<file path="src/rtl/usb_sie_rx_if.sv">
// Receive-side SIE bundle: UTMI byte stream and address in, decoded packet events out.
`timescale 1ns/1ps
interface usb_sie_rx_if;
  logic [7:0]  rx_data;
  logic        rx_valid;
  logic        rx_active;
  logic        rx_error;
  logic [6:0]  dev_addr;
  logic        token_valid;
  logic [3:0]  token_pid;
  logic [3:0]  token_ep;
  logic        sof_valid;
  logic [10:0] frame_num;
  logic        hs_valid;
  logic [3:0]  hs_pid;
  logic        data_start;
  logic [3:0]  data_pid;
  logic [7:0]  data_byte;
  logic        data_byte_vld;
  logic        data_end;
  logic [10:0] data_len;
  logic        pkt_error;
  logic [2:0]  err_code;

  modport master (
    output rx_data, rx_valid, rx_active, rx_error, dev_addr,
    input  token_valid, token_pid, token_ep, sof_valid, frame_num, hs_valid, hs_pid,
           data_start, data_pid, data_byte, data_byte_vld, data_end, data_len,
           pkt_error, err_code
  );

  modport slave (
    input  rx_data, rx_valid, rx_active, rx_error, dev_addr,
    output token_valid, token_pid, token_ep, sof_valid, frame_num, hs_valid, hs_pid,
           data_start, data_pid, data_byte, data_byte_vld, data_end, data_len,
           pkt_error, err_code
  );
endinterface

</file>
<file path="src/rtl/usb_sie_rx.sv">
// USB full-speed SIE receive decoder: PID/CRC checking, token/SOF/handshake classification
// and CRC-stripped bytewise data payload streaming.
`timescale 1ns/1ps
module usb_sie_rx #(
  parameter int MAX_PKT_SIZE = 64
) (
  input  logic        clk,
  input  logic        rst,
  usb_sie_rx_if.slave sie
);

  typedef enum logic [2:0] {
    S_IDLE, S_PID, S_TOK1, S_TOK2, S_TOK_EOP, S_DATA, S_HS_EOP, S_DISCARD
  } state_e;

  localparam logic [2:0]  E_PID = 3'd1, E_UNSUP = 3'd2, E_CRC = 3'd3;
  localparam logic [2:0]  E_LEN = 3'd4, E_PHY = 3'd5, E_OVF = 3'd6;
  localparam logic [10:0] OVF_CNT   = 11'(MAX_PKT_SIZE + 2);
  localparam logic [4:0]  CRC5_RES  = 5'b01100;
  localparam logic [15:0] CRC16_RES = 16'h800D;
  localparam logic [3:0]  PID_SOF   = 4'b0101;

  function automatic logic [4:0] crc5_byte(input logic [4:0] crc, input logic [7:0] d);
    logic [4:0] c;
    c = crc;
    for (int i = 0; i < 8; i++)
      c = {c[3:0], 1'b0} ^ ((d[i] ^ c[4]) ? 5'b00101 : 5'b00000);
    return c;
  endfunction

  function automatic logic [15:0] crc16_byte(input logic [15:0] crc, input logic [7:0] d);
    logic [15:0] c;
    c = crc;
    for (int i = 0; i < 8; i++)
      c = {c[14:0], 1'b0} ^ ((d[i] ^ c[15]) ? 16'h8005 : 16'h0000);
    return c;
  endfunction

  function automatic state_e pid_target(input logic [3:0] p);
    case (p)
      4'b0001, 4'b1001, 4'b1101, 4'b0101: pid_target = S_TOK1;
      4'b0011, 4'b1011:                   pid_target = S_DATA;
      4'b0010, 4'b1010, 4'b1110:          pid_target = S_HS_EOP;
      default:                            pid_target = S_DISCARD;
    endcase
  endfunction

  state_e      state_q, state_d;
  logic [3:0]  pid_q, pid_d;
  logic [10:0] cnt_q, cnt_d;
  logic [7:0]  h0_q, h0_d, h1_q, h1_d;
  logic [4:0]  crc5_q, crc5_d;
  logic [15:0] crc16_q, crc16_d;
  logic        tok_vld_q, tok_vld_d, sof_vld_q, sof_vld_d, hs_vld_q, hs_vld_d;
  logic [3:0]  tok_pid_q, tok_pid_d, tok_ep_q, tok_ep_d, hs_pid_q, hs_pid_d;
  logic [10:0] frame_q, frame_d, dlen_q, dlen_d;
  logic        dstart_q, dstart_d, dbyte_vld_q, dbyte_vld_d, dend_q, dend_d;
  logic [3:0]  dpid_q, dpid_d;
  logic [7:0]  dbyte_q, dbyte_d;
  logic        perr_q, perr_d;
  logic [2:0]  ecode_q, ecode_d, fail_code;
  logic        byte_ok;
  state_e      pid_tgt;

  assign byte_ok = sie.rx_valid & sie.rx_active;
  assign pid_tgt = pid_target(sie.rx_data[3:0]);

  always_comb begin
    state_d = state_q;  pid_d = pid_q;  cnt_d = cnt_q;
    h0_d = h0_q;  h1_d = h1_q;  crc5_d = crc5_q;  crc16_d = crc16_q;
    fail_code = 3'd0;
    tok_vld_d = 1'b0;  tok_pid_d = tok_pid_q;  tok_ep_d = tok_ep_q;
    sof_vld_d = 1'b0;  frame_d = frame_q;
    hs_vld_d = 1'b0;   hs_pid_d = hs_pid_q;
    dstart_d = 1'b0;   dpid_d = dpid_q;  dbyte_d = dbyte_q;  dbyte_vld_d = 1'b0;
    dend_d = 1'b0;     dlen_d = dlen_q;
    perr_d = 1'b0;     ecode_d = ecode_q;

    if (state_q == S_DISCARD) begin
      if (!sie.rx_active) state_d = S_IDLE;
    end else if (state_q != S_IDLE && sie.rx_active && sie.rx_error) begin
      fail_code = E_PHY;
      state_d   = S_DISCARD;
    end else begin
      case (state_q)
        S_IDLE, S_PID: begin
          if (byte_ok) begin
            pid_d   = sie.rx_data[3:0];
            cnt_d   = '0;
            crc5_d  = 5'h1F;
            crc16_d = 16'hFFFF;
            if (sie.rx_data[7:4] != ~sie.rx_data[3:0]) begin
              fail_code = E_PID;
              state_d   = S_DISCARD;
            end else if (pid_tgt == S_DISCARD) begin
              fail_code = E_UNSUP;
              state_d   = S_DISCARD;
            end else begin
              state_d = pid_tgt;
              if (pid_tgt == S_DATA) begin
                dstart_d = 1'b1;
                dpid_d   = sie.rx_data[3:0];
              end
            end
          end else begin
            state_d = sie.rx_active ? S_PID : S_IDLE;
          end
        end
        S_TOK1, S_TOK2: begin
          if (byte_ok) begin
            h0_d    = h1_q;
            h1_d    = sie.rx_data;
            crc5_d  = crc5_byte(crc5_q, sie.rx_data);
            state_d = (state_q == S_TOK1) ? S_TOK2 : S_TOK_EOP;
          end else if (!sie.rx_active) begin
            fail_code = E_LEN;
            state_d   = S_IDLE;
          end
        end
        S_TOK_EOP: begin
          if (byte_ok) begin
            fail_code = E_LEN;
            state_d   = S_DISCARD;
          end else if (!sie.rx_active) begin
            state_d = S_IDLE;
            if (crc5_q != CRC5_RES) begin
              fail_code = E_CRC;
            end else if (pid_q == PID_SOF) begin
              sof_vld_d = 1'b1;
              frame_d   = {h1_q[2:0], h0_q};
            end else if (h0_q[6:0] == sie.dev_addr) begin
              tok_vld_d = 1'b1;
              tok_pid_d = pid_q;
              tok_ep_d  = {h1_q[2:0], h0_q[7]};
            end
          end
        end
        S_HS_EOP: begin
          if (byte_ok) begin
            fail_code = E_LEN;
            state_d   = S_DISCARD;
          end else if (!sie.rx_active) begin
            hs_vld_d = 1'b1;
            hs_pid_d = pid_q;
            state_d  = S_IDLE;
          end
        end
        S_DATA: begin
          // h0/h1 hold the two newest bytes, so a byte is released only once two more follow it
          if (byte_ok) begin
            if (cnt_q == OVF_CNT) begin
              fail_code = E_OVF;
              state_d   = S_DISCARD;
            end else begin
              h0_d    = h1_q;
              h1_d    = sie.rx_data;
              cnt_d   = cnt_q + 11'd1;
              crc16_d = crc16_byte(crc16_q, sie.rx_data);
              if (cnt_q >= 11'd2) begin
                dbyte_d     = h0_q;
                dbyte_vld_d = 1'b1;
              end
            end
          end else if (!sie.rx_active) begin
            state_d = S_IDLE;
            if (cnt_q < 11'd2) begin
              fail_code = E_LEN;
            end else if (crc16_q != CRC16_RES) begin
              fail_code = E_CRC;
            end else begin
              dend_d = 1'b1;
              dlen_d = cnt_q - 11'd2;
            end
          end
        end
        default: state_d = S_IDLE;
      endcase
    end

    if (fail_code != 3'd0) begin
      perr_d  = 1'b1;
      ecode_d = fail_code;
    end
  end

  always_ff @(posedge clk) begin
    h0_q    <= h0_d;
    h1_q    <= h1_d;
    crc5_q  <= crc5_d;
    crc16_q <= crc16_d;
    pid_q   <= pid_d;
    if (rst) begin
      state_q   <= S_DISCARD;
      cnt_q     <= '0;
      tok_vld_q <= 1'b0;  tok_pid_q <= '0;  tok_ep_q <= '0;
      sof_vld_q <= 1'b0;  frame_q <= '0;
      hs_vld_q  <= 1'b0;  hs_pid_q <= '0;
      dstart_q  <= 1'b0;  dpid_q <= '0;  dbyte_q <= '0;  dbyte_vld_q <= 1'b0;
      dend_q    <= 1'b0;  dlen_q <= '0;
      perr_q    <= 1'b0;  ecode_q <= '0;
    end else begin
      state_q   <= state_d;
      cnt_q     <= cnt_d;
      tok_vld_q <= tok_vld_d;  tok_pid_q <= tok_pid_d;  tok_ep_q <= tok_ep_d;
      sof_vld_q <= sof_vld_d;  frame_q <= frame_d;
      hs_vld_q  <= hs_vld_d;   hs_pid_q <= hs_pid_d;
      dstart_q  <= dstart_d;   dpid_q <= dpid_d;  dbyte_q <= dbyte_d;  dbyte_vld_q <= dbyte_vld_d;
      dend_q    <= dend_d;     dlen_q <= dlen_d;
      perr_q    <= perr_d;     ecode_q <= ecode_d;
    end
  end

  assign sie.token_valid   = tok_vld_q;
  assign sie.token_pid     = tok_pid_q;
  assign sie.token_ep      = tok_ep_q;
  assign sie.sof_valid     = sof_vld_q;
  assign sie.frame_num     = frame_q;
  assign sie.hs_valid      = hs_vld_q;
  assign sie.hs_pid        = hs_pid_q;
  assign sie.data_start    = dstart_q;
  assign sie.data_pid      = dpid_q;
  assign sie.data_byte     = dbyte_q;
  assign sie.data_byte_vld = dbyte_vld_q;
  assign sie.data_end      = dend_q;
  assign sie.data_len      = dlen_q;
  assign sie.pkt_error     = perr_q;
  assign sie.err_code      = ecode_q;

endmodule

</file>
<file path="src/flat_wrapper.sv">
// flat-port wrapper written by rule: the top's interface ports become plain ports
module usb_sie_rx_flat 
#(
  parameter int MAX_PKT_SIZE = 64
)
  (clk, rst, sie_rx_data, sie_rx_valid, sie_rx_active, sie_rx_error, sie_dev_addr, sie_token_valid, sie_token_pid, sie_token_ep, sie_sof_valid, sie_frame_num, sie_hs_valid, sie_hs_pid, sie_data_start, sie_data_pid, sie_data_byte, sie_data_byte_vld, sie_data_end, sie_data_len, sie_pkt_error, sie_err_code);
  usb_sie_rx_if sie_i ();
  input  logic clk;
  input  logic rst;
  input wire logic [$bits(sie_i.rx_data)-1:0] sie_rx_data;
  input wire logic [$bits(sie_i.rx_valid)-1:0] sie_rx_valid;
  input wire logic [$bits(sie_i.rx_active)-1:0] sie_rx_active;
  input wire logic [$bits(sie_i.rx_error)-1:0] sie_rx_error;
  input wire logic [$bits(sie_i.dev_addr)-1:0] sie_dev_addr;
  output wire logic [$bits(sie_i.token_valid)-1:0] sie_token_valid;
  output wire logic [$bits(sie_i.token_pid)-1:0] sie_token_pid;
  output wire logic [$bits(sie_i.token_ep)-1:0] sie_token_ep;
  output wire logic [$bits(sie_i.sof_valid)-1:0] sie_sof_valid;
  output wire logic [$bits(sie_i.frame_num)-1:0] sie_frame_num;
  output wire logic [$bits(sie_i.hs_valid)-1:0] sie_hs_valid;
  output wire logic [$bits(sie_i.hs_pid)-1:0] sie_hs_pid;
  output wire logic [$bits(sie_i.data_start)-1:0] sie_data_start;
  output wire logic [$bits(sie_i.data_pid)-1:0] sie_data_pid;
  output wire logic [$bits(sie_i.data_byte)-1:0] sie_data_byte;
  output wire logic [$bits(sie_i.data_byte_vld)-1:0] sie_data_byte_vld;
  output wire logic [$bits(sie_i.data_end)-1:0] sie_data_end;
  output wire logic [$bits(sie_i.data_len)-1:0] sie_data_len;
  output wire logic [$bits(sie_i.pkt_error)-1:0] sie_pkt_error;
  output wire logic [$bits(sie_i.err_code)-1:0] sie_err_code;
  assign sie_i.rx_data = sie_rx_data;
  assign sie_i.rx_valid = sie_rx_valid;
  assign sie_i.rx_active = sie_rx_active;
  assign sie_i.rx_error = sie_rx_error;
  assign sie_i.dev_addr = sie_dev_addr;
  assign sie_token_valid = sie_i.token_valid;
  assign sie_token_pid = sie_i.token_pid;
  assign sie_token_ep = sie_i.token_ep;
  assign sie_sof_valid = sie_i.sof_valid;
  assign sie_frame_num = sie_i.frame_num;
  assign sie_hs_valid = sie_i.hs_valid;
  assign sie_hs_pid = sie_i.hs_pid;
  assign sie_data_start = sie_i.data_start;
  assign sie_data_pid = sie_i.data_pid;
  assign sie_data_byte = sie_i.data_byte;
  assign sie_data_byte_vld = sie_i.data_byte_vld;
  assign sie_data_end = sie_i.data_end;
  assign sie_data_len = sie_i.data_len;
  assign sie_pkt_error = sie_i.pkt_error;
  assign sie_err_code = sie_i.err_code;
  usb_sie_rx #(.MAX_PKT_SIZE(MAX_PKT_SIZE)) u_core (.clk(clk), .rst(rst), .sie(sie_i));
endmodule
</file>
<file path="config.mk">
export PLATFORM = sky130hd
export DESIGN_NAME = usb_sie_rx_flat
export DESIGN_NICKNAME = d
export VERILOG_FILES = /design/src/rtl/usb_sie_rx_if.sv /design/src/rtl/usb_sie_rx.sv /design/src/flat_wrapper.sv
export SDC_FILE = /design/constraint.sdc
export NUM_CORES = 1
export LEC_CHECK = 0
export BUFFER_PORTS_ARGS = -buffer_cell sky130_fd_sc_hd__buf_2
export CAP_MARGIN = 20
export CORE_AREA = 2 2 118 120
export CTS_CLUSTER_SIZE = 10
export DETAILED_ROUTE_END_ITERATION = 8
export DIE_AREA = 0 0 120 122
export GPL_TIMING_DRIVEN = 0
export SETUP_SLACK_MARGIN = 0.3
export SYNTH_ARGS = -nofsm -noshare
export SYNTH_HDL_FRONTEND = slang
export SYNTH_SLANG_ARGS = --single-unit
</file>
<file path="constraint.sdc">
create_clock -name clk -period 3.3 [get_ports clk]
set_input_delay 0.33 -clock clk [delete_from_list [all_inputs] [get_ports clk]]
set_output_delay 0.33 -clock clk [all_outputs]
set_load 0.05 [all_outputs]
</file>
Word-level counts from Yosys, hierarchy flattened:

Memory sizes are Yosys's and may differ from the RTL's.
Index checks and enable logic that the tools add are counted.

* register bits after elaboration: 111
* memory bits (read-only): 48
* input port bits: 20
* memories kept: 1

* $add $sub $neg: 2
* $lt $le $gt $ge: 2
* eq/ne operators: 20
* mux-type cells: 72
* bitwise operators: 49
* reductions and logical operators: 27

Memories
* (no name shown): depth 16, bits a word 3, read ports 1, clocked after Yosys merged registers in 0, wr ports 0, line usb_sie_rx.sv:40 `case (p)`

Operators with widths (number)
* $mux W16: 11
* $xor A16 B16 Y16: 8
* $mux W3: 32
* $mux W8: 6
* $xor A5 B5 Y5: 8
* $mux W11: 3
* $pmux W16 S2: 1
* $pmux W8 S2: 2
* $pmux W11 S2: 1
* $reduce_and A7 Y1: 3
* $reduce_or A7 Y1: 3
* $eq A3 B3 Y1 const B: 6
* $reduce_and A6 Y1: 3
* $ne A16 B16 Y1 const B: 1
* $xor A1 B1 Y1: 16
* $not A1 Y1: 15
* $pmux W3 S5: 1
* $pmux W3 S4: 1
* $add A11 B1 Y11 const B: 1
* $eq A11 B7 Y1 const B: 1
* $ge A11 B2 Y1 const B: 1
* $lt A11 B2 Y1 const B: 1
* $sub A11 B2 Y11 const B: 1
* $mux W5: 2
* other kinds (25): 44

Logic depth before layout (Yosys ltp):

Gate-level depths: netlist (run 1).

* word-level depth: 27
* gate-level depth with buffers: 8
* gate-level depth less buffers: 8

Least setup slack after synthesis (run 1):

OpenSTA, ideal clock, no wires.

* kind: register -> register
* start point: reg u_core.cnt_q[0]
* end point: reg u_core.h0_q[0], enable pin
* setup time: 414 ps
* data arrival time: 2419 ps
* required time: 2886 ps
* path slack: 466 ps
* stages on the path, launching flop included: 6
* buffers on the path: 0
* clock period less this slack: 2834 ps
* cells stage by stage: dfxtp_1 -> inv_1 -> ha_1 -> nor4b_1 -> a41o_1 -> a211oi_1

* longest elaborated chain between the ends: 3

RTL lines
* start: declaration: line usb_sie_rx.sv:50 `logic [10:0] cnt_q, cnt_d;`
* start signal: assignment: line usb_sie_rx.sv:203 `cnt_q <= cnt_d;`
* $eq A11 B7 Y1: line usb_sie_rx.sv:151 `if (cnt_q == OVF_CNT) begin`
* $ne A2 B2 Y1 (no source line)
* $reduce_and A6 Y1 (no source line)
* end signal: assignment: line usb_sie_rx.sv:187 `h0_q <= h0_d;`
* end: declaration: line usb_sie_rx.sv:51 `logic [7:0] h0_q, h0_d, h1_q, h1_d;`

Every way passes these cells.
A chain may end at the register's enable or synchronous reset.

Final worst setup path (run 1):

* start point: reg u_core.cnt_q[2]
* end point: reg u_core.dlen_q[7] (netlist: u_core.sie.data_len[7])

* longest elaborated chain between the ends: 3
* elaborated cells on any way between the ends: 4

RTL lines
* $lt A11 B2 Y1: line usb_sie_rx.sv:166 `if (cnt_q < 11'd2) begin`
* $not A1 Y1 (no source line)
* $reduce_and A7 Y1 (no source line)
* end signal: assignment: line usb_sie_rx.sv:208 `dend_q <= dend_d; dlen_q <= dlen_d;`
* end: declaration: line usb_sie_rx.sv:56 `logic [10:0] frame_q, frame_d, dlen_q, dlen_d;`

Parallel ways exist; a longest one is shown, timed or not.

==> flow_metrics.env, run 1 <==
export IMPL_status="finished, final reports clean"
export IMPL_finalCritPeriodShare_pct=85.3
export IMPL_worst_pin_slew_ps=995
export IMPL_path_class="flip-flop to flip-flop"
export IMPL_seq_area_sq_mm=0.00263
export IMPL_startpoint_type="flip-flop"
export IMPL_post_cts_buffers=0
export IMPL_leakagePower_nw=2.37
export IMPL_drtIter0Drc=233
export IMPL_synth_top_area_share_pct=26.8
export IMPL_synth_seq_area_share_pct=50.4
export IMPL_crit_path_max_fanout=10
export IMPL_cap_violations=0
export IMPL_dp_cells=747
export IMPL_cts_tree="done"
export IMPL_endpoint_kind="flip-flop"
export IMPL_antenna_found_initial=0
export IMPL_syn_area_sq_mm=0.00523
export IMPL_grt_max_degree=21
export IMPL_ir_worst_vdd_mv=0.256
export IMPL_drtPass1Iterations=4
export IMPL_track_usage_pct=16.8
export IMPL_dieArea_sq_mm=0.0146
export IMPL_clkPwrFrac_pct=37.0
export IMPL_hold_viol_final=0
export IMPL_synth_net_count=519
export IMPL_cts_sinks=111
export IMPL_final_core_util_pct=45.4
export IMPL_finalCriticalPeriod_ps=2810
export IMPL_slew_viol_final=0
export IMPL_cts_root_buf="clkbuf_16"
export IMPL_synth_async_sr_flop_share_pct=0
export IMPL_clkTransAtPathRegs_ps=70
export IMPL_p_sw_share_pct=26.0
export IMPL_initial_core_util_pct=38.7
export IMPL_combPwrFrac_pct=12.4
export IMPL_row_count=43
export IMPL_synth_area_leaders="dfxtp_1, edfxtp_1, mux2i_1"
export IMPL_worstPathRequired_ps=3550
export IMPL_overflow=0
export IMPL_dieHeight_um=122
export IMPL_ys_flop_type="dfxtp_1"
export IMPL_whs_ps=170
export IMPL_fin_nets=604
export IMPL_ioPinCount=76
export IMPL_placed_area_sq_mm=0.00583
export IMPL_multiInputGateArea_sq_mm=0.00242
export IMPL_yosys_register_bits=111
export IMPL_fin_worst_skew_ps=10.3
export IMPL_htree_levels=3
export IMPL_p_total_w=0.00293
export IMPL_fin_cells=763
export IMPL_power_switching_w=0.000762
export IMPL_vias=3963
export IMPL_cts_repair_resized=0
export IMPL_syn_area_per_cell_sq_um=10.6
export IMPL_max_freq_mhz=355
export IMPL_drc=0
export IMPL_clkLatencyLatePin_ps=350
export IMPL_final_antenna_net_count=0
export IMPL_finalSetupViolCount=0
export IMPL_drt_wirelength_per_cell_um=15.9
export IMPL_area_delta_synth_final_pct=17.3
export IMPL_hold_buffers=0
export IMPL_nFillCells=1293
export IMPL_synthCells=493
export IMPL_yosys_warnings=0
export IMPL_viasPerCell=5.19
export IMPL_layout_drive_gt1_share_pct=19.4
export IMPL_synth_largest_area_cell="dfxtp_1"
export IMPL_yosysMostFrequentCell="dfxtp_1"
export IMPL_die_x_um=120
export IMPL_post_dp_hpwl_mm=8.98
export IMPL_p_int_w=0.00217
export IMPL_synth_commonest_cells="dfxtp_1, nor2_1, edfxtp_1"
export IMPL_numCtsBuffers=9
export IMPL_diodes=0
export IMPL_grt_pass1_vias=3776
export IMPL_grt_setup_unrepaired="false"
export IMPL_final_cell_area_sq_mm=0.00613
export IMPL_grt_pass1_wl_mm=19.4
export IMPL_worstHoldPathType="input pin to flip-flop"
export IMPL_routed_wl_mm=12.2
export IMPL_power_density_mw_per_mm2=478
export IMPL_slew_headroom_pct=33.7
export IMPL_ctsLongestPathBuffers=2
export IMPL_synth_edf_count=41
export IMPL_synthDistinctLibCells=69
export IMPL_core_sq_mm=0.0135
export IMPL_io_buffers=73
export IMPL_pwr_share_seq_pct=50.6
export IMPL_routabilityCongestion=0.863
export IMPL_worstPathArrival_ps=3060
==> metrics by stage <==
| step | TNS, ps | worst slack, ps |
|---|---|---|
| after floorplan | 0 | 466 |
| after global routing | 0 | 313 |
| after CTS | 0 | 433 |
| final | 0 | 487 |
| after global placement | -7480 | -468 |
| after detailed placement | 0 | 484 |
==> layout by cell type (no fill, tap or decap), drive strengths merged, types with 4 or more instances in the layout <==
cell type	n
buf	85
dfxtp	70
nor2	59
edfxtp	41
xnor2	39
mux2i	37
nand2	33
clkbuf	28
inv	15
o21ai	14
xor2	13
a21oi	11
nand3	10
nor3	9
a211oi	9
nand2b	7
nor4	7
and3	6
ha	6
and2	6
or3	6
nand4	5
nor4b	5
nor2b	4
==> layout make-up <==
cell class | count | area share (%)
sequential | 111 | 42.9
timing repair buffer | 74 | 6.14
tap | 180 | 3.67
clock buffer | 11 | 4.14
clock inverter | 5 | 0.714
multi-input combinational | 342 | 39.5
inverter | 12 | 0.735
buffer | 28 | 2.12
==> kinds of logic after synthesis <==
logic type | count (synthesis) | synth area share (%)
buffers and inverters | 40 | 3.35
flip-flops | 111 | 50.4
adder cells (fa/ha/maj) | 6 | 1.44
multiplexers | 37 | 7.09
AO/OA/AOI/OAI | 72 | 10.1
AND/OR/NAND/NOR | 172 | 17.6
XOR/XNOR | 55 | 10.0
==> power groups by stage <==
stage               clock (W)  combinational [W]  sequential, W
global route          0.00116           0.000398        0.00149
detailed placement          0           0.000362        0.00152
CTS                   0.00111           0.000364        0.00148
global placement            0           0.000352        0.00151
finish                0.00109           0.000364        0.00148
floorplan                   0           0.000245        0.00154
==> metal layers <==
| metal | global-route usage (%) | wire length (um) | up-vias |
|---|---|---|---|
| li1 | - | - | 1939 |
| met1 | 22.5 | 5710 | 1916 |
| met2 | 27.6 | 5730 | 93 |
| met3 | 2.72 | 516 | 15 |
| met4 | 6.10 | 197 | 0 |
| met5 | 0 | 0 | - |
==> sequential cells by signal, summed over array words and instances (netlist names), 5 cells and up <==
name	flops
u_core.crc16_q	16
u_core.cnt_q	11
u_core.sie.data_len	11
u_core.sie.frame_num	11
u_core.h0_q	8
u_core.h1_q	8
u_core.sie.data_byte	8
u_core.crc5_q	5
==> worst paths after layout <==
check / slack [ps] / start / to / cells after the start
hold reg to reg: 420 / u_core.h1_q[5] / u_core.h0_q[5] / 0
setup reg to reg: 490 / u_core.cnt_q[2] / u_core.sie.data_len[7] / 8
hold / removal: 170 / sie_rx_data[5] / u_core.h1_q[5] / 1
setup / recovery: 490 / u_core.cnt_q[2] / u_core.sie.data_len[7] / 8
==> worst max-delay path, stage by stage (launching register included) <==
cell and delay (ps):
dfxtp_1 550, inv_1 210, ha_1 270, nor4b_2 200, and3_1 240, nor4_1 540, buf_2 360, nor2_1 70
a311oi_1 280
Note: power is estimated with default switching activity, not from simulation.
==> run 2: changes to the inputs <==
--- a/config.mk
+++ b/config.mk
@@ -7,10 +7,10 @@
 export LEC_CHECK = 0
 export BUFFER_PORTS_ARGS = -buffer_cell sky130_fd_sc_hd__buf_2
 export CAP_MARGIN = 20
-export CORE_AREA = 2 2 118 120
+export CORE_AREA = 2 2 106 133
 export CTS_CLUSTER_SIZE = 10
 export DETAILED_ROUTE_END_ITERATION = 8
-export DIE_AREA = 0 0 120 122
+export DIE_AREA = 0 0 108 135
 export GPL_TIMING_DRIVEN = 0
 export SETUP_SLACK_MARGIN = 0.3
 export SYNTH_ARGS = -nofsm -noshare
==> flow_metrics.env, run 2 (synthesized netlist as in run 1, its figures left out) <==
export IMPL_worstHoldPathType="input pin to flip-flop"
export IMPL_multiInputGateArea_sq_mm=0.00242
export IMPL_routed_wl_mm=12.4
export IMPL_ctsLongestPathBuffers=2
export IMPL_final_common_cell="buf_2"
export IMPL_ioPinCount=76
export IMPL_cts_root_buf="clkbuf_16"
export IMPL_core_sq_mm=0.0132
export IMPL_numCtsBuffers=9
export IMPL_ir_worst_vdd_mv=0.219
export IMPL_finalSetupTns_ps=0
export IMPL_max_stage_delay_ps=880
export IMPL_path_cells="inv_1 > ha_1 > nor4b_2 > and3_1 > a2111oi_4 > mux2i_1 > nor2_1"
export IMPL_fin_worst_skew_ps=13.7
export IMPL_drc=0
export IMPL_grt_pass1_vias=3984
export IMPL_overflow=0
export IMPL_grt_util_met2_pct=30.3
export IMPL_io_buffers=73
export IMPL_nFillCells=1257
export IMPL_layout_drive_gt1_share_pct=19.6
export IMPL_placed_area_sq_mm=0.00582
export IMPL_regMostFlops="u_core.crc16_q"
export IMPL_viasPerCell=5.27
export IMPL_track_usage_pct=17.7
export IMPL_vias=3970
export IMPL_crit_path_max_fanout=9
export IMPL_hold_viol_final=0
export IMPL_p_total_w=0.00291
export IMPL_htree_levels=3
export IMPL_row_count=47
export IMPL_worstPathRequired_ps=3530
export IMPL_grt_max_degree=21
export IMPL_finalCritPeriodShare_pct=84.1
export IMPL_fin_cells=754
export IMPL_slowest_stage="a2111oi_4"
export IMPL_grt_met3_usage_pct=3.91
export IMPL_drtPass1Iterations=4
export IMPL_final_cell_area_sq_mm=0.00611
export IMPL_fin_nets=604
export IMPL_post_cts_buffers=0
export IMPL_dieArea_sq_mm=0.0146
export IMPL_endpoint_kind="flip-flop"
export IMPL_drtIter0Drc=336
export IMPL_routabilityCongestion=0.898
export IMPL_initial_core_util_pct=39.5
export IMPL_cts_sinks=111
export IMPL_max_freq_mhz=360
export IMPL_slew_headroom_pct=33.2
export IMPL_power_density_mw_per_mm2=476
export IMPL_drt_wirelength_per_cell_um=16.5
export IMPL_hold_buffers=0
export IMPL_dieHeight_um=135
export IMPL_finalCriticalPeriod_ps=2780
export IMPL_clkTransAtPathRegs_ps=80
export IMPL_antenna_found_initial=0
export IMPL_area_delta_synth_final_pct=16.9
export IMPL_busiest_layer="met2"
export IMPL_slew_viol_final=0
export IMPL_reg2reg_depth=7
export IMPL_largest_reg_flops=16
export IMPL_startpoint_type="flip-flop"
export IMPL_cts_repair_resized=0
export IMPL_status="finished, final reports clean"
export IMPL_final_cell_mix="buf_2, dfxtp_1, nor2_1, edfxtp_1, xnor2_1"
export IMPL_diodes=0
export IMPL_grt_pass1_wl_mm=20.3
export IMPL_dp_cells=738
export IMPL_cts_tree="done"
export IMPL_post_dp_hpwl_mm=9.24
export IMPL_grt_setup_unrepaired="false"
export IMPL_worst_pin_slew_ps=1000
export IMPL_holdPathStages=1
export IMPL_path_class="flip-flop to flip-flop"
export IMPL_die_x_um=108
export IMPL_seq_area_sq_mm=0.00263
export IMPL_gr_usage_met1_pct=22.5
export IMPL_leakagePower_nw=2.37
export IMPL_clkLatencyLatePin_ps=350
export IMPL_worstPathArrival_ps=3000
export IMPL_cap_violations=0
export IMPL_final_antenna_net_count=0
export IMPL_finalSetupViolCount=0
export IMPL_final_core_util_pct=46.2
-- run 2: changes by cell type in the layout (fill, tap and decap cells not counted) --
cell and delta:
clkbuf_1 -1, clkbuf_16 -1, clkinv_2 +1, clkinvlp_4 +1
inv_6 -2, inv_8 +2
-- run 2: area by class of cell --
cell class                 instances  area share (%)
clock buffer                       9            3.69
clock inverter                     7            1.00
buffer                            28            2.13
multi-input combinational        342            39.7
tap                              171            3.50
timing repair buffer              74            6.17
inverter                          12           0.737
sequential                       111            43.1
-- run 2: worst max-delay path, delay by kind of cell (launching register included) --
family          cells  cell delay, ps
compound gates      1             880
mux                 1             280
simple gates        3             500
buf+inv             1             190
fa+ha+maj           1             260
flops               1             530
-- run 2: metal layers --
layer	part of all wire, %	wire, um
met5	0	0
met4	0.98	122
met3	4.6	567
met2	51	6380
met1	43	5350
-- run 2: final timing paths --
kind                            slack (ps)             from                 endpoint
worst min register to register         420   u_core.h1_q[7]           u_core.h0_q[7]
worst max register to register         520  u_core.cnt_q[2]  u_core.sie.data_byte[4]
worst min-delay path                   180   sie_rx_data[5]           u_core.h1_q[5]
worst max-delay path                   520  u_core.cnt_q[2]  u_core.sie.data_byte[4]
-- run 2: through the flow --
stage	hold slack, ps	worst slack, ps
finish	176	525
global route	165	312
floorplan	400	466
detailed placement	407	506
CTS	173	507
global placement	401	-502
-- run 2: power breakdown --
part / internal, W / total (W) / leakage [nW] / switching (W)
sequential: 0.00146 / 0.00148 / 0.931 / 0.0000253
clock: 0.000529 / 0.00106 / 0.142 / 0.000529
combinational: 0.000141 / 0.000365 / 1.30 / 0.000224
==> run 3: changes to the inputs <==
==> constraint.sdc (replaced) <==
create_clock -name clk -period 2.2 [get_ports clk]
set_input_delay 0.22 -clock clk [delete_from_list [all_inputs] [get_ports clk]]
set_output_delay 0.22 -clock clk [all_outputs]
set_load 0.05 [all_outputs]
==> flow_metrics.env, run 3 (synthesized netlist as in run 1, its figures left out) <==
export IMPL_initial_core_util_pct=39.5
export IMPL_cts_tree="done"
export IMPL_cp_buffers_inverters=4
export IMPL_max_freq_mhz=496
export IMPL_final_antenna_net_count=0
export IMPL_worstPathRequired_ps=2420
export IMPL_routed_wl_mm=14.0
export IMPL_fin_worst_skew_ps=12.2
export IMPL_track_usage_pct=18.5
export IMPL_slew_viol_final=0
export IMPL_antenna_found_initial=2
export IMPL_dieHeight_um=135
export IMPL_power_density_mw_per_mm2=633
export IMPL_rr_startpoint="u_core.cnt_q[0]"
export IMPL_drc=0
export IMPL_row_count=47
export IMPL_routabilityCongestion=0.886
export IMPL_vias=4236
export IMPL_io_buffers=73
export IMPL_core_sq_mm=0.0132
export IMPL_crit_start="u_core.cnt_q[0]"
export IMPL_wl_met3_um=684
export IMPL_numCtsBuffers=9
export IMPL_regMostFlops="u_core.crc16_q"
export IMPL_worstPathArrival_ps=2230
export IMPL_slew_headroom_pct=57.6
export IMPL_min_from="sie_rx_data[5]"
export IMPL_viasPerCell=5.29
export IMPL_die_x_um=108
export IMPL_whs_ps=63.2
export IMPL_final_core_util_pct=54.2
export IMPL_finalSetupViolCount=0
export IMPL_drt_wirelength_per_cell_um=17.5
export IMPL_worstHoldPathType="input pin to flip-flop"
export IMPL_worst_pin_slew_ps=637
export IMPL_dieArea_sq_mm=0.0146
export IMPL_ir_worst_vdd_mv=0.391
export IMPL_clkTransAtPathRegs_ps=80
export IMPL_grt_max_degree=21
export IMPL_met2WireLength_mm=7.16
export IMPL_path_cells="inv_2 > ha_4 > nor4b_4 > a41o_2 > buf_6 > a2111oi_4 > buf_4 > clkbuf_16 > mux2i_1 > nor2_1"
export IMPL_grt_pass1_vias=4073
export IMPL_endpoint_kind="flip-flop"
export IMPL_status="finished, final reports clean"
export IMPL_ctsLongestPathBuffers=2
export IMPL_route_top_layer_used="met4"
export IMPL_max_stage_delay_ps=370
export IMPL_path_class="flip-flop to flip-flop"
export IMPL_fin_nets=650
export IMPL_cts_root_buf="clkbuf_16"
export IMPL_leakagePower_nw=2.81
export IMPL_crit_path_max_fanout=5
export IMPL_layout_drive_gt1_share_pct=37.8
export IMPL_final_common_cell="buf_2"
export IMPL_hold_viol_final=0
export IMPL_crit_family="buffers and inverters"
export IMPL_area_delta_synth_final_pct=37.1
export IMPL_finalCriticalPeriod_ps=2010
export IMPL_startpoint_type="flip-flop"
export IMPL_m1WireLength_mm=5.92
export IMPL_final_cell_mix="buf_2, dfxtp_1, nor2_1, edfxtp_1, mux2i_1"
export IMPL_slowest_stage="dfxtp_4"
export IMPL_clkLatencyLatePin_ps=360
export IMPL_drtIter0Drc=359
export IMPL_grt_setup_unrepaired="true"
export IMPL_largest_reg_flops=16
export IMPL_drtPass1Iterations=5
export IMPL_overflow=0
export IMPL_finalCritPeriodShare_pct=91.6
export IMPL_post_dp_hpwl_mm=9.29
export IMPL_htree_levels=3
export IMPL_grt_pass1_wl_mm=20.9
export IMPL_cts_sinks=111
export IMPL_cap_violations=0
export IMPL_ioPinCount=76
-- run 3: worst register-to-register path: cells and delay by family (launching register included) --
kind | cells | cell delay (ps)
buffers and inverters | 4 | 550
DFF | 1 | 370
muxes | 1 | 170
adders and majority gates | 1 | 150
and+or+nand+nor | 2 | 180
AOI/OAI and AO/OA | 2 | 460
-- run 3: layout make-up --
type | instances | area, sq um
Fill cell | 1138 | 6070
Multi-Input combinational cell | 342 | 2880
Sequential cell | 111 | 2660
Timing Repair Buffer | 118 | 851
Clock buffer | 9 | 225
Tap cell | 171 | 214
Buffer | 28 | 195
Clock inverter | 7 | 66.3
Inverter | 12 | 58.8
Timing Repair inverter | 2 | 15.0
Antenna cell | 1 | 2.50
-- run 3: report_power, final --
part | internal, W | switching (W)
registers | 0.00219 | 0.0000424
clock network | 0.000795 | 0.000795
logic | 0.000314 | 0.000404
-- run 3: repair_timing --
action                     CTS  global route
pin swaps                   13            26
gates resized for setup     45            78
setup buffers               24            16
cloned                       5             2
setup endpoints to repair   96           101
hold buffers                 0             0
-- run 3: per-stage QoR --
| stage | std cells | power [W] | setup WS, ps | cell area (sq um) | TNS [ps] |
|---|---|---|---|---|---|
| 6_report | 801 | 0.00454 | 186 | 7170 | 0 |
| 5_1_grt | 800 | 0.00471 | 96.4 | 7160 | 0 |
| 4_1_cts | 782 | 0.00449 | 187 | 6710 | 0 |
| 3_5_place_dp | 737 | 0.00283 | -210 | 5920 | -6880 |
| 3_3_place_gp | 737 | 0.00281 | -179 | 5920 | -4930 |
| 2_1_floorplan | 493 | 0.00269 | 215 | 5340 | 0 |
-- run 3: final timing paths --
kind                                                 to  slack, ps  cells after the start
worst max-delay path            u_core.sie.data_byte[1]        190                     10
worst min register to register           u_core.h0_q[3]        420                      0
worst max register to register  u_core.sie.data_byte[1]        190                     10
worst min-delay path                     u_core.h1_q[5]         60                      1
-- run 3: layer usage --
layer,track usage [%],vias to the layer above
met3,4.10,28
met2,31.2,117
met5,0,-
li1,-,2038
met1,23.4,2053
met4,5.98,0
